### src/rtl/bibp_sirali.sv
// ---------------------------------------------------------------------------
// bibp_sirali
//   Sequential ALU. One instruction word {opcode, v1, v2} is taken over a
//   valid/ready handshake. ADD/SUB/AND/OR/XOR/SHL/SHR finish in one clock;
//   MUL is an iterative shift-add multiplier (one step per clock). The result
//   and its zero/carry flags are held until the consumer takes them.
//
// Handshake rule (both sides): a transfer happens on a rising clk edge where
//   the producer's valid and the receiver's ready are both 1. Valid/data are
//   never looked at while ready is 0; once sonuc_gecerli is 1, sonuc, sifir
//   and tasma do not change until the edge that transfers them.
//
// Ports
//   clk             in   system clock, rising edge
//   rst_n           in   synchronous reset, active-low
//   buyruk          in   {opcode[2:0], v1[U-1:0], v2[U-1:0]}
//   buyruk_gecerli  in   buyruk valid
//   buyruk_hazir    out  ready for a new buyruk (idle)
//   sonuc           out  registered 2*U-bit result
//   sonuc_gecerli   out  sonuc/flags valid
//   sonuc_hazir     in   consumer takes the result
//   sifir           out  sonuc == 0
//   tasma           out  carry/borrow/shift-out/overflow flag
//   mesgul          out  not idle
// ---------------------------------------------------------------------------
module bibp_sirali #(
    parameter int UZUNLUK = 8
) (
    input  logic                   clk,
    input  logic                   rst_n,
    input  logic [2*UZUNLUK+2:0]   buyruk,
    input  logic                   buyruk_gecerli,
    output logic                   buyruk_hazir,
    output logic [2*UZUNLUK-1:0]   sonuc,
    output logic                   sonuc_gecerli,
    input  logic                   sonuc_hazir,
    output logic                   sifir,
    output logic                   tasma,
    output logic                   mesgul
);

    localparam int U  = UZUNLUK;
    localparam int W  = 2 * UZUNLUK;
    localparam int SW = (U > 2) ? $clog2(U) : 1;

    localparam logic [SW-1:0] SAYAC_SON = SW'(U - 1);
    localparam logic [U-1:0]  U_DEGER   = U[U-1:0];

    localparam logic [2:0] OP_ADD = 3'b000;
    localparam logic [2:0] OP_SUB = 3'b001;
    localparam logic [2:0] OP_AND = 3'b010;
    localparam logic [2:0] OP_OR  = 3'b011;
    localparam logic [2:0] OP_XOR = 3'b100;
    localparam logic [2:0] OP_SHL = 3'b101;
    localparam logic [2:0] OP_SHR = 3'b110;
    localparam logic [2:0] OP_MUL = 3'b111;

    typedef enum logic [1:0] {
        BOS   = 2'd0,
        CARP  = 2'd1,
        CIKIS = 2'd2
    } durum_t;

    durum_t durum, sonraki;

    // Instruction fields
    logic [2:0]   opcode;
    logic [U-1:0] v1, v2;
    assign opcode = buyruk[W+2:W];
    assign v1     = buyruk[W-1:U];
    assign v2     = buyruk[U-1:0];

    logic kabul;
    assign kabul = buyruk_gecerli && (durum == BOS);

    // Result / flag registers
    logic [W-1:0] sonuc_r;
    logic         sifir_r, tasma_r;

    // Multiplier registers
    logic [W-1:0]  carpilan;   // multiplicand, shifted left each step
    logic [U-1:0]  carpan;     // multiplier, shifted right each step
    logic [W-1:0]  birikim;    // partial product
    logic [SW-1:0] sayac;
    logic          son_adim;
    logic [W-1:0]  yeni_birikim;

    assign son_adim     = (sayac == SAYAC_SON);
    assign yeni_birikim = birikim + (carpan[0] ? carpilan : {W{1'b0}});

    // -----------------------------------------------------------------------
    // Single-cycle ALU
    // -----------------------------------------------------------------------
    logic [W-1:0] tek_sonuc;
    logic         tek_tasma;
    logic [U:0]   toplam;
    logic [W-1:0] sola, saga;
    logic         buyuk_kayma;

    always_comb begin
        tek_sonuc   = '0;
        tek_tasma   = 1'b0;
        buyuk_kayma = (v2 >= U_DEGER);
        toplam      = {1'b0, v1} + {1'b0, v2};
        // Shifting inside a 2U-bit window keeps the bits that fall off
        // the U-bit result, so "anything shifted out" is just an OR.
        sola        = {{U{1'b0}}, v1} << v2;
        saga        = {v1, {U{1'b0}}} >> v2;
        case (opcode)
            OP_ADD: begin
                tek_sonuc[U:0] = toplam;
                tek_tasma      = toplam[U];
            end
            OP_SUB: begin
                tek_sonuc[U-1:0] = v1 - v2;
                tek_tasma        = (v1 < v2);
            end
            OP_AND: tek_sonuc[U-1:0] = v1 & v2;
            OP_OR:  tek_sonuc[U-1:0] = v1 | v2;
            OP_XOR: tek_sonuc[U-1:0] = v1 ^ v2;
            OP_SHL: begin
                if (buyuk_kayma) begin
                    tek_tasma = |v1;
                end else begin
                    tek_sonuc[U-1:0] = sola[U-1:0];
                    tek_tasma        = |sola[W-1:U];
                end
            end
            OP_SHR: begin
                if (buyuk_kayma) begin
                    tek_tasma = |v1;
                end else begin
                    tek_sonuc[U-1:0] = saga[W-1:U];
                    tek_tasma        = |saga[U-1:0];
                end
            end
            default: begin
                tek_sonuc = '0;
                tek_tasma = 1'b0;
            end
        endcase
    end

    // -----------------------------------------------------------------------
    // FSM
    // -----------------------------------------------------------------------
    always_ff @(posedge clk) begin
        if (!rst_n) begin
            durum <= BOS;
        end else begin
            durum <= sonraki;
        end
    end

    always_comb begin
        sonraki = durum;
        case (durum)
            BOS: begin
                if (kabul) begin
                    sonraki = (opcode == OP_MUL) ? CARP : CIKIS;
                end
            end
            CARP: begin
                if (son_adim) begin
                    sonraki = CIKIS;
                end
            end
            CIKIS: begin
                if (sonuc_hazir) begin
                    sonraki = BOS;
                end
            end
            default: sonraki = BOS;
        endcase
    end

    // -----------------------------------------------------------------------
    // Datapath
    // -----------------------------------------------------------------------
    always_ff @(posedge clk) begin
        if (!rst_n) begin
            sonuc_r  <= '0;
            sifir_r  <= 1'b0;
            tasma_r  <= 1'b0;
            carpilan <= '0;
            carpan   <= '0;
            birikim  <= '0;
            sayac    <= '0;
        end else begin
            case (durum)
                BOS: begin
                    if (kabul) begin
                        if (opcode == OP_MUL) begin
                            carpilan <= {{U{1'b0}}, v1};
                            carpan   <= v2;
                            birikim  <= '0;
                            sayac    <= '0;
                        end else begin
                            sonuc_r <= tek_sonuc;
                            sifir_r <= (tek_sonuc == '0);
                            tasma_r <= tek_tasma;
                        end
                    end
                end
                CARP: begin
                    birikim  <= yeni_birikim;
                    carpilan <= carpilan << 1;
                    carpan   <= carpan >> 1;
                    if (son_adim) begin
                        // Last step: the freshly added partial product is
                        // the full result, written straight to sonuc.
                        sayac   <= '0;
                        sonuc_r <= yeni_birikim;
                        sifir_r <= (yeni_birikim == '0);
                        tasma_r <= |yeni_birikim[W-1:U];
                    end else begin
                        sayac <= sayac + SW'(1);
                    end
                end
                default: begin
                end
            endcase
        end
    end

    assign sonuc         = sonuc_r;
    assign sifir         = sifir_r;
    assign tasma         = tasma_r;
    assign buyruk_hazir  = (durum == BOS);
    assign sonuc_gecerli = (durum == CIKIS);
    assign mesgul        = (durum != BOS);

endmodule

### config.mk
export PLATFORM = sky130hd
export DESIGN_NAME = bibp_sirali
export DESIGN_NICKNAME = d
export VERILOG_FILES = /design/src/rtl/bibp_sirali.sv
export SDC_FILE = /design/constraint.sdc
export NUM_CORES = 1
export LEC_CHECK = 0
export CORE_AREA = 2 2 111 113
export CTS_CLUSTER_SIZE = 28
export DETAILED_ROUTE_END_ITERATION = 12
export DIE_AREA = 0 0 113 115
export GPL_ROUTABILITY_DRIVEN = 0
export MAX_ROUTING_LAYER = met4
export PLACE_DENSITY = 0.6
export REMOVE_ABC_BUFFERS = 1
export SLEW_MARGIN = 10
export SYNTH_ARGS = -nofsm -noshare
export SYNTH_HDL_FRONTEND = slang
export SYNTH_SLANG_ARGS = --single-unit
### constraint.sdc
create_clock -name clk -period 4.1 [get_ports clk]
set_input_delay 0.82 -clock clk [delete_from_list [all_inputs] [get_ports clk]]
set_output_delay 0.82 -clock clk [all_outputs]
set_load 0.05 [all_outputs]
# After elaboration in Yosys (flattened, before gate mapping)

Index checks and enable logic that the tools add are counted.

Reduce and logical (&&, ||, !) cells: 14
Shift operators: 2
Add/subtract/negate cells: 4
Magnitude comparators: 2
Eq/ne operators: 15
Muxes and demuxes: 38
Bitwise operators: 3

Operators by type and width:

| kind                                                              | number |
|---|---|
| 2-to-1 mux 16 bit                                                 | 8 |
| case mux 16 bit (2 select lines)                                  | 3 |
| case mux 8 bit (7 select lines)                                   | 1 |
| logical NOT 16 bit                                                | 2 |
| 2-to-1 mux 8 bit                                                  | 4 |
| OR reduction 8 bit                                                | 4 |
| adder 16 bit                                                      | 1 |
| case mux 8 bit (2 select lines)                                   | 1 |
| << shifter 8 x 8 -> 16 bit                                        | 1 |
| right shift 16 x 8 -> 16 bit                                      | 1 |
| == test 3 bit, second input constant                              | 5 |
| adder 8 x 8 -> 9 bit                                              | 1 |
| 2-to-1 mux 1 bit                                                  | 9 |
| 2-to-1 mux 3 bit                                                  | 3 |
| AND 8 bit                                                         | 1 |
| greater-or-equal comparator 8 x 4 -> 1 bit, second input constant | 1 |
| < comparator 8 bit                                                | 1 |
| 2-to-1 mux 2 bit                                                  | 4 |
| bitwise OR 8 bit                                                  | 1 |
| subtractor 8 bit                                                  | 1 |
| XOR 8 bit                                                         | 1 |
| == test 3 x 2 -> 1 bit, second input constant                     | 2 |
| != test 2 x 1 -> 1 bit, second input constant                     | 3 |
| case mux 2 bit (3 select lines)                                   | 1 |
| 14 further kinds                                                  | 18 |

Word-level logic and storage cells: 86
Output and inout bits: 21
Bits in registers: 63
Input port bits: 23

# Depth between registers and ports, before layout

Gate-level depths: netlist of the first run.

Depth after elaboration: 7
Gate-level depth with buffers: 14

# Least setup slack after synthesis of the first run

OpenSTA, ideal clock, no wires.

Kind: input-to-reg
Start: input port buyruk[8]
End: register tasma_r (netlist: tasma)
Cell stages on the path: 14
Buffers on the path: 1
Data required time: 4.026 ns
Slack: 1.008 ns
Data arrival time: 3.018 ns
Path through: clkbuf_1 inv_1 ha_1 inv_1 fa_1 nor2b_1 or3_1 a31oi_1 o21bai_1 a21oi_1 nor2_1 nor4b_1 o311ai_0 a31oi_1

Word-level cells in the longest chain between the ends: 7
Elaborated cells between the ends (all ways): 13
Classes of those cells: 1 x add/sub; 1 x order compare; 2 x shift; 6 x mux; 3 x reduce/logical

RTL lines:

| element                                                                    | RTL line | source |
|---|---|---|
| start, declared                                                            | 31       | `input logic [2*UZUNLUK+2:0] buyruk,` |
| right shift 16 x 8 -> 16 bit or << shifter 8 x 8 -> 16 bit (tied branches) | 108, 107 |  |
| OR reduction 8 bit (on tied branches)                                      | 134, 126 |  |
| 2-to-1 mux 1 bit (on tied branches)                                        | 130, 122 |  |
| case mux 1 bit (4 select lines) (*)                                        | 109      | `case (opcode)` |
| 2-to-1 mux 1 bit (*)                                                       | 193      | `if (opcode == OP_MUL) begin` |
| 2-to-1 mux 1 bit (*)                                                       | 192      | `if (kabul) begin` |
| case mux 1 bit (2 select lines) (*)                                        | 190      | `case (durum)` |
| end signal, assigned                                                       | 201      | `tasma_r <= tek_tasma;` |
| end signal, assigned                                                       | 215      | `tasma_r <= \|yeni_birikim[W-1:U];` |
| end, declared                                                              | 78       | `logic sifir_r, tasma_r;` |

Every way passes the cells marked *; elsewhere a longest branch is shown, timed or not. The select of a mux whose other input is x is not followed.
A chain may end at the register's enable or synchronous reset.

# Worst setup path after layout of the first run

Start: register carpan[0]
End: register sifir_r (netlist: sifir)

Word-level cells in the longest chain between the ends: 5

RTL lines:

| element                         | RTL line | source |
|---|---|---|
| start, declared                 | 82       | `logic [U-1:0] carpan;` |
| start signal, assigned          | 195      | `carpan <= v2;` |
| start signal, assigned          | 208      | `carpan <= carpan >> 1;` |
| 2-to-1 mux 16 bit               | 89       | `assign yeni_birikim = birikim + (carpan[0] ? carpilan : {W{1'b0}});` |
| adder 16 bit                    | 89       |  |
| logical NOT 16 bit              | 214      | `sifir_r <= (yeni_birikim == '0);` |
| 2-to-1 mux 1 bit                | 209      | `if (son_adim) begin` |
| case mux 1 bit (2 select lines) | 190      |  |
| end signal, assigned            | 200      | `sifir_r <= (tek_sonuc == '0);` |
| end signal, assigned            | 214      |  |
| end, declared                   | 78       |  |

No other way between the ends. The select of a mux whose other input is x is not followed.

==> results of run 1 <==
## metrics by stage
step / std cells / hold slack [ns] / setup slack (ns) / power, mW / area (um^2)
final: 855 / 0.464 / 0.516 / 1.91 / 6120
after floorplan: 626 / 0.434 / 1.15 / 0.881 / 5000
after CTS: 855 / 0.471 / 0.583 / 1.92 / 6120
after global placement: 839 / 0.453 / 0.370 / 1.04 / 5780
after detailed placement: 839 / 0.463 / 0.314 / 1.04 / 5780
after global routing: 855 / 0.499 / 0.237 / 1.98 / 6120
## flip-flops by register name, indices dropped and copies added (netlist names)
name	flops
birikim	16
carpan	8
carpilan	16
durum	2
sayac	3
sifir	1
sonuc	16
tasma	1
## path summary, 6_finish.rpt
kind	endpoint	depth (start not counted)
worst max-delay path	sifir	11
worst min-delay path	sonuc[10]	2
worst max register to register	sifir	11
worst min register to register	sonuc[10]	2
## report_power, final
part	switching (mW)	internal [mW]	total (mW)
Sequential	0.0152	0.630	0.645
Clock	0.287	0.592	0.880
Combinational	0.236	0.153	0.389
Total	0.538	1.38	1.91
## per-layer routing
| layer | global-route usage [%] | vias to the layer above | wire [um] |
|---|---|---|---|
| met3 | 3.27 | 45 | 857 |
| met4 | 12.5 | 0 | 642 |
| li1 | - | 2495 | - |
| met2 | 40.4 | 194 | 7100 |
| met5 | - | - | 0 |
| met1 | 29.3 | 2359 | 6430 |
## cell type report
class                   count  area [um^2]
repair buffers             66          598
well taps                 147          184
fillers                  1127         5690
flip-flops and latches     63         1260
clock buffers              10          229
multi-input cells         529         3610
clock inverters             6          109
inverters                  34          128
## cell usage in the layout (no fill, tap or decap), types with 4 or more instances in the layout
| cell | n |
|---|---|
| a211oi_1 | 7 |
| or2_2 | 4 |
| xnor2_1 | 12 |
| or3_1 | 6 |
| o21ai_0 | 40 |
| nor4_1 | 4 |
| inv_1 | 32 |
| a21oi_1 | 32 |
| a21o_1 | 5 |
| dfxtp_1 | 63 |
| nor2_1 | 40 |
| clkdlybuf4s50_1 | 42 |
| buf_4 | 23 |
| nand2b_1 | 7 |
| nor3_1 | 8 |
| a31oi_1 | 9 |
| mux2_2 | 4 |
| nand4_1 | 6 |
| o22ai_1 | 4 |
| xor2_1 | 6 |
| nand2_1 | 92 |
| ha_1 | 41 |
| and2_1 | 23 |
| nor2b_1 | 13 |
| a22oi_1 | 10 |
| mux2i_1 | 7 |
| a21boi_0 | 27 |
| o211ai_1 | 17 |
| nand3_1 | 23 |
| clkbuf_16 | 9 |
| o211a_1 | 16 |
## worst max-delay path, stage by stage, from the launching register on
cell and delay (ns):
dfxtp_1 0.73, and2_1 0.30, ha_1 0.25, a21oi_1 0.21, o211ai_1 0.23, o211a_1 0.31
o211ai_1 0.30, nand4_1 0.18, o311ai_2 0.14, nand4_1 0.24, or3_1 0.45, a31oi_1 0.16
## logic make-up (layout without fill, tap and decap cells)
| group | Yosys count | count (layout) | synth area share [%] |
|---|---|---|---|
| multiplexers | 14 | 14 | 3.54 |
| adder cells (fa/ha/maj) | 44 | 44 | 11.1 |
| AO/OA/AOI/OAI | 208 | 208 | 28.9 |
| buffers and inverters | 73 | 116 | 5.58 |
| XOR/XNOR | 18 | 18 | 3.06 |
| AND/OR/NAND/NOR | 245 | 245 | 23.4 |
| flip-flops | 63 | 63 | 24.5 |
==> results.txt, run 1 <==
Max VDD drop = 0.173 mV
PD cells = 313 nW/um^2
GRT Total Usage = 24.5%
hold path startpoint = sonuc[10]
TritonCTS Sinks = 63
via/cell ratio = 5.96
post-DP HPWL = 11.3 mm
starting DRC count in detailed routing = 401
n_diodes = 0
IO Pins = 44
status = finished with violations
first-pass GRT wire length = 24.6 mm
Setup Buffers After CTS = 0
Area Overhead vs Synth = 18.7%
CP Max Fanout = 17
max-slew violations = 0
grt ovf = 0
Pre-antenna DRT Iters = 9
utilization after layout = 51.8%
Worst setup SP type = flip-flop
row cnt = 40
Worst Path Arrival = 3.84 ns
drt drc = 3
synth unique cells = 71
WP data required = 4.36 ns
# hold bufs at CTS = 0
RSZ-0062 raised after global routing = no
Tmin final = 3.58 ns
Worst R2R Setup Slack = 0.52 ns
Hold Violations, Final = 0
post_cts resized = 0
# setup viols final = 0
area leader, netlist = dfxtp_1
clock latency on the worst-skew pair = 0.34 ns
Worst Setup SP = carpan[0]
die width = 113 um
clk_skew = 0.00889 ns
Num CTS Buffers = 9
setup TNS = 0 ns
CTS clock-pin slew for the worst setup and hold paths = 0.06 ns
FF-to-FF Start = carpan[0]
Worst Setup End Kind = flip-flop
Area contributors post-synth = dfxtp_1 (24%), ha_1 (9.9%), nand2_1 (6.7%)
Async SR Flop Fraction = 0%
total number of vias = 5093
period utilisation layout = 87.4%
clk root buf = clkbuf_16
share of cells above drive strength 1 = 9.04%
Core Area = 11800 um^2
sequential fraction of the synthesis area = 24.5%
maximum capacitance violations = 0
EDFF count, synth = 0
Max Freq = 0.279 GHz
DRT antenna net count = 0
DR WL/cell = 17.6 um
Synth top cells by count = nand2_1 (92), dfxtp_1 (63), ha_1 (41)
failing checks = DRC
slew margin rel. = 34.2%
Die Span Y = 115 um
die area = 13000 um^2
synth warn = 0
critical path class = reg -> reg
initial antenna violation count = 0
most common cell in the synthesized netlist = nand2_1
Primary FF master, synth = dfxtp_1
number of port buffers = 43
Initial Util = 43.7%
Leakage = 2.54 nW
worst slew pin tran = 0.987 ns
H-tree levels = 3
share of the synthesized area in the top cell type = 24.5%
post-synthesis sequential element count = 63
gate count of the mapped netlist = 665
Avg Cell Area, Syn = 7.75 um^2
Layout Nets = 770
vias in the first global route = 4948
largest net degree at the start of global routing = 63
HP Class = reg -> reg
Synth Cell Area = 5160 um^2
Total Wirelength = 15.0 mm
Longest Clk Path Bufs = 2
CTS tree = yes
Note: power is estimated with default switching activity, not from simulation.
==> run 2: changes to the inputs <==
--- a/config.mk
+++ b/config.mk
@@ -5,13 +5,13 @@
 export SDC_FILE = /design/constraint.sdc
 export NUM_CORES = 1
 export LEC_CHECK = 0
-export CORE_AREA = 2 2 111 113
+export CORE_AREA = 2 2 105 107
 export CTS_CLUSTER_SIZE = 28
 export DETAILED_ROUTE_END_ITERATION = 12
-export DIE_AREA = 0 0 113 115
+export DIE_AREA = 0 0 107 109
 export GPL_ROUTABILITY_DRIVEN = 0
 export MAX_ROUTING_LAYER = met4
-export PLACE_DENSITY = 0.6
+export PLACE_DENSITY = 0.66
 export REMOVE_ABC_BUFFERS = 1
 export SLEW_MARGIN = 10
 export SYNTH_ARGS = -nofsm -noshare
==> run 2 against run 1 <==
Combinational power shrank 1%. Hold slack improved by 0.0052 ns. Power fell by 22%. The run now ends clean. Final cell count is 1.5% lower. Highest routed layer unchanged. Routed wire length decreased by 3.6%. Die area shrank 10%. Largest cell class unchanged.
==> results.txt, run 2 (same netlist as run 1, synthesis figures left out) <==
Num CTS Buffers = 9
DR WL/cell = 17.2 um
clk_skew = 0.0137 ns
die area = 11700 um^2
slew margin rel. = 34.8%
Initial Util = 48.6%
crit path to = sifir
Worst Path Arrival = 3.83 ns
dpl cells = 827
RSZ-0062 raised after global routing = no
Leakage = 2.43 nW
first-pass GRT wire length = 23.5 mm
initial antenna violation count = 0
H-tree levels = 3
Pre-antenna DRT Iters = 5
PD cells = 253 nW/um^2
Max Freq = 0.281 GHz
FILL cells = 965
Core Area = 10600 um^2
FF-to-FF Start = carpan[0]
Worst Setup End Kind = flip-flop
status = finished clean
CTS clock-pin slew for the worst setup and hold paths = 0.06 ns
Total Wirelength = 14.5 mm
post_cts resized = 0
Max VDD drop = 0.164 mV
share of cells above drive strength 1 = 8.12%
GRT Total Usage = 26.1%
Non-Filler Instances = 842
Worst setup SP type = input pin
clock latency on the worst-skew pair = 0.35 ns
DRT antenna net count = 0
R2R cell count = 12
WP data required = 4.36 ns
Storage cell area = 1260 um^2
period utilisation layout = 86.9%
total number of vias = 5042
TritonCTS Sinks = 63
Setup Buffers After CTS = 0
die width = 107 um
post-DP HPWL = 11.0 mm
CTS tree = yes
Layout Nets = 765
RR Endpoint = sifir
clk root buf = clkbuf_8
grt ovf = 0
Longest Clk Path Bufs = 2
# setup viols final = 0
IO Pins = 44
Die Span Y = 109 um
Worst Setup SP = buyruk[10]
Area Overhead vs Synth = 14.4%
number of port buffers = 43
Hold Violations, Final = 0
Min Hold Slack = 0.469 ns
largest net degree at the start of global routing = 63
n_diodes = 0
setup TNS = 0 ns
utilization after layout = 55.6%
multi-input logic area = 3610 um^2
Worst R2R Setup Slack = 0.59 ns
vias in the first global route = 4812
Tmin final = 3.56 ns
critical path class = in -> reg
most frequent cells in the layout = nand2_1 (92), dfxtp_1 (63), clkdlybuf4s50_1 (42)
starting DRC count in detailed routing = 400
via/cell ratio = 5.99
max-slew violations = 0
HP Class = reg -> reg
CP Max Fanout = 9
maximum capacitance violations = 0
drt drc = 0
worst slew pin tran = 0.969 ns
commonest non-fill, non-tap cell in the layout = nand2_1
row cnt = 38
# hold bufs at CTS = 0
run 2: cell count changes in the layout (fill, tap and decap cells not counted), sizes merged:
cell / delta
buf: -5
bufinv: -3
clkbuf: +1
clkinvlp: +1
run 2: metrics by stage:
step / area, um^2 / total power [mW] / setup slack (ns)
global route: 5900 / 1.56 / 0.339
CTS: 5900 / 1.50 / 0.586
global placement: 5730 / 1.03 / 0.415
floorplan: 5000 / 0.881 / 1.15
detailed placement: 5730 / 1.04 / 0.279
finish: 5900 / 1.49 / 0.536
run 2: how the worst min path moves through the flow:
stage,startpoint,endpoint,depth (start not counted)
4_1_cts,sonuc[4],sonuc[4],2
3_3_place_gp,carpan[7],carpan[7],2
6_report,sonuc[4],sonuc[4],2
2_1_floorplan,carpan[7],carpan[7],2
3_5_place_dp,sonuc[14],sonuc[14],2
5_1_grt,sonuc[14],sonuc[14],2
run 2: cell type report:
| type | count | share of cell area (%) |
|---|---|---|
| Clock buffer | 11 | 2.40 |
| Clock inverter | 4 | 0.382 |
| Inverter | 34 | 2.16 |
| Tap cell | 140 | 2.97 |
| Multi-Input combinational cell | 529 | 61.2 |
| Sequential cell | 63 | 21.4 |
| Timing Repair Buffer | 61 | 9.50 |
run 2: layer usage:
layer  global-route usage, %  wire length, um
met1                    32.2             6510
met3                    4.24              744
met2                    41.9             6690
met4                    12.5              537
met5                       -                0
run 2: worst max-delay path: stages:
cell and delay [ns]:
clkdlybuf4s50_1 0.66, inv_1 0.15, ha_1 0.39, inv_1 0.11, a21oi_1 0.28, o22ai_1 0.16
xnor2_1 0.14, a221oi_1 0.49, nand4_1 0.15, nor3_1 0.16, nand4_1 0.13, a31oi_1 0.18
run 2: report_power, final:
part / leakage (nW) / internal (mW) / switching (mW)
registers: 0.510 / 0.629 / 0.0144
clock network: 0.0850 / 0.229 / 0.237
logic: 1.83 / 0.150 / 0.235
total: 2.43 / 1.01 / 0.487
==> RTL edit: new RTL, flow settings as in run 2 <==
The parameter `UZUNLUK` goes from 8 to 4.
--- a/src/rtl/bibp_sirali.sv
+++ b/src/rtl/bibp_sirali.sv
@@ -24,7 +24,7 @@
 //   mesgul          out  not idle
 // ---------------------------------------------------------------------------
 module bibp_sirali #(
-    parameter int UZUNLUK = 8
+    parameter int UZUNLUK = 4
 ) (
     input  logic                   clk,
     input  logic                   rst_n,
Interface: changed (resized buyruk and sonuc); port bits go from 44 to 28. No check against the original RTL was run, so the function may have changed too.
==> RTL edit against run 2 <==
Area after synthesis down 50%. Count of clock-buffer cells in the layout down 5. Critical endpoint unchanged. Setup slack better by 0.48 ns. Register-to-register slack better by 0.85 ns. Final area down 47%. Cell count down 43%. Highest routed layer unchanged. Global-route usage down 14 points. Clock skew down 0.0026 ns. Clock power down 44%. Utilization down 26 points. Sequential cell count down 29. Power down 46%. Routed wire length down 54%.
==> RTL edit: results (changes against run 2) <==
outcome:
  outcome: "finished, final reports clean"
placement:
  port_buffers: 27  # -37%
  hpwl_um: 5049  # -54%
  dpl_cell_area_mm2: 0.003009  # -48%
logic_synthesis:
  synthArstFlopShare_pct: 0  # unchanged
  ys_types: 62  # -13%
  synthTopCellsByArea: "dfxtp_1 (26%), ha_1 (10%), nand2_1 (4.8%), a21boi_0 (4.6%), a21oi_1 (2.7%)"
  ys_seq_area_share_pct: 26.23  # +1.8 points
  yosys_warnings: 0  # unchanged
  ys_top_cells_by_count: "dfxtp_1 (34), nand2_1 (33), ha_1 (21)"
layout:
  fin_nets: 379  # -50%
  layout-drive-gt1-share_pct: 8.211  # +0.091 points
  antenna_cells: 0  # unchanged
drt:
  avgViaCountPerCell: 4.983  # -17%
  drt_pass1_iterations: 5  # unchanged
  drt_iter0_markers: 220  # -45%
  wl_um: 6702  # -54%
hold_path:
  min_path_cells: 2  # unchanged
  min-delay-start: "sonuc[0]$_SDFFE_PN0P_"
  hold_path.class: "reg2reg"
  hold_end: "sonuc[0]$_SDFFE_PN0P_"
setup_path:
  cp_top_family: "compound AO/OA/AOI/OAI gates"
  reg2reg_depth: 9  # -3
  cp_slowest_stage_delay_ns: 0.59  # -0.07 ns
  arrival_ns: 3.32  # -0.51 ns
  reg2reg_slack_ns: 1.44  # +0.85 ns
  cp_max_fo: 7  # -2
  cpMaxStageDelayCell: "clkdlybuf4s50_1"
  r2r-end: "tasma$_SDFFE_PN0P_"
  r2r_start: "carpan[0]$_SDFFE_PN0P_"
power:
  cellLeakagePower_nw: 1.179  # -51%
  peakVddDrop_mv: 0.1170  # -28%
cts:
  htree_levels: 2  # -1
  path_clk_slew_ns: 0.08  # +0.02 ns
  post-cts-setup-buffer-count: 0  # unchanged
  cts_made_buffers: 5  # -4
  clk_latency_ns: 0.29  # -0.06 ns
global_route:
  grt_pass1_vias: 2386  # -50%
  grt_pass1_wl_um: 11250  # -52%
  grt_antenna_before_repair: 0  # unchanged
  grt_start_max_net_pins: 34  # -46%
  globalRouteTotalUtil_pct: 12.44  # -14 points
sta:
  tightest_slew_ns: 1.045  # +0.07652 ns
  skew_ns: 0.01114  # -0.002565 ns
-- RTL edit: cells by family after synthesis --
kind of cell               synth area share, %
xor gates and xnor gates                 2.363
buffers and inverters                    5.400
muxes                                    2.845
and+or+nand+nor                          26.28
adders and majority gates                12.44
AOI/OAI and AO/OA                        24.45
DFF                                      26.23
-- RTL edit: final cells by class --
cell class	instances	area, um^2
clock buffers	6	82.58
clock inverters	2	12.51
fillers	1104	7498
inverters	15	56.30
multi-input cells	250	1774
flip-flops and latches	34	680.7
well taps	140	175.2
repair buffers	34	322.8
-- RTL edit: power by group --
part | switching [mW] | total [mW] | leakage [nW] | internal (mW)
registers | 0.00743 | 0.347 | 0.275 | 0.340
clock network | 0.126 | 0.261 | 0.0472 | 0.135
logic | 0.120 | 0.200 | 0.856 | 0.0793
total | 0.254 | 0.808 | 1.18 | 0.554
-- RTL edit: worst max path at each step --
stage	start	to	slack (ns)
final	buyruk[4]	sifir$_SDFFE_PN0P_	1.02
after global placement	buyruk[4]	sifir$_SDFFE_PN0P_	0.79
after global routing	buyruk[4]	sifir$_SDFFE_PN0P_	0.78
after detailed placement	buyruk[4]	sifir$_SDFFE_PN0P_	0.71
after CTS	buyruk[4]	sifir$_SDFFE_PN0P_	1.02
after floorplan	buyruk[4]	sifir$_SDFFE_PN0P_	1.57
-- RTL edit: metal layers --
layer  GRT usage, %  vias up  part of all wire [%]
li1               -     1184                     -
met1          14.86     1134                    45
met2          20.93       68                    49
met3          2.092       11                   4.6
met4          5.009        0                   2.0
met5              -        -                     0
-- RTL edit: worst reg2reg max path, delay by kind of cell (launching register included) --
kind | cells | cell delay, ns
adder cells (fa/ha/maj) | 2 | 0.45
AO/OA/AOI/OAI | 4 | 0.94
AND/OR/NAND/NOR | 3 | 0.65
flip-flops | 1 | 0.49
-- RTL edit: metrics by stage --
stage                     util (%)  power [mW]  hold WS, ns  setup slack [ns]  std cells
final                        29.28      0.8080       0.4653             1.020        481
after global routing         29.28      0.8522       0.5007            0.7765        481
after CTS                    29.28      0.8136       0.4717             1.024        481
after detailed placement     28.38      0.5531       0.4627            0.7066        473
after global placement       28.38      0.5489       0.4577            0.7938        473
after floorplan                  -      0.4703       0.4478             1.569        299
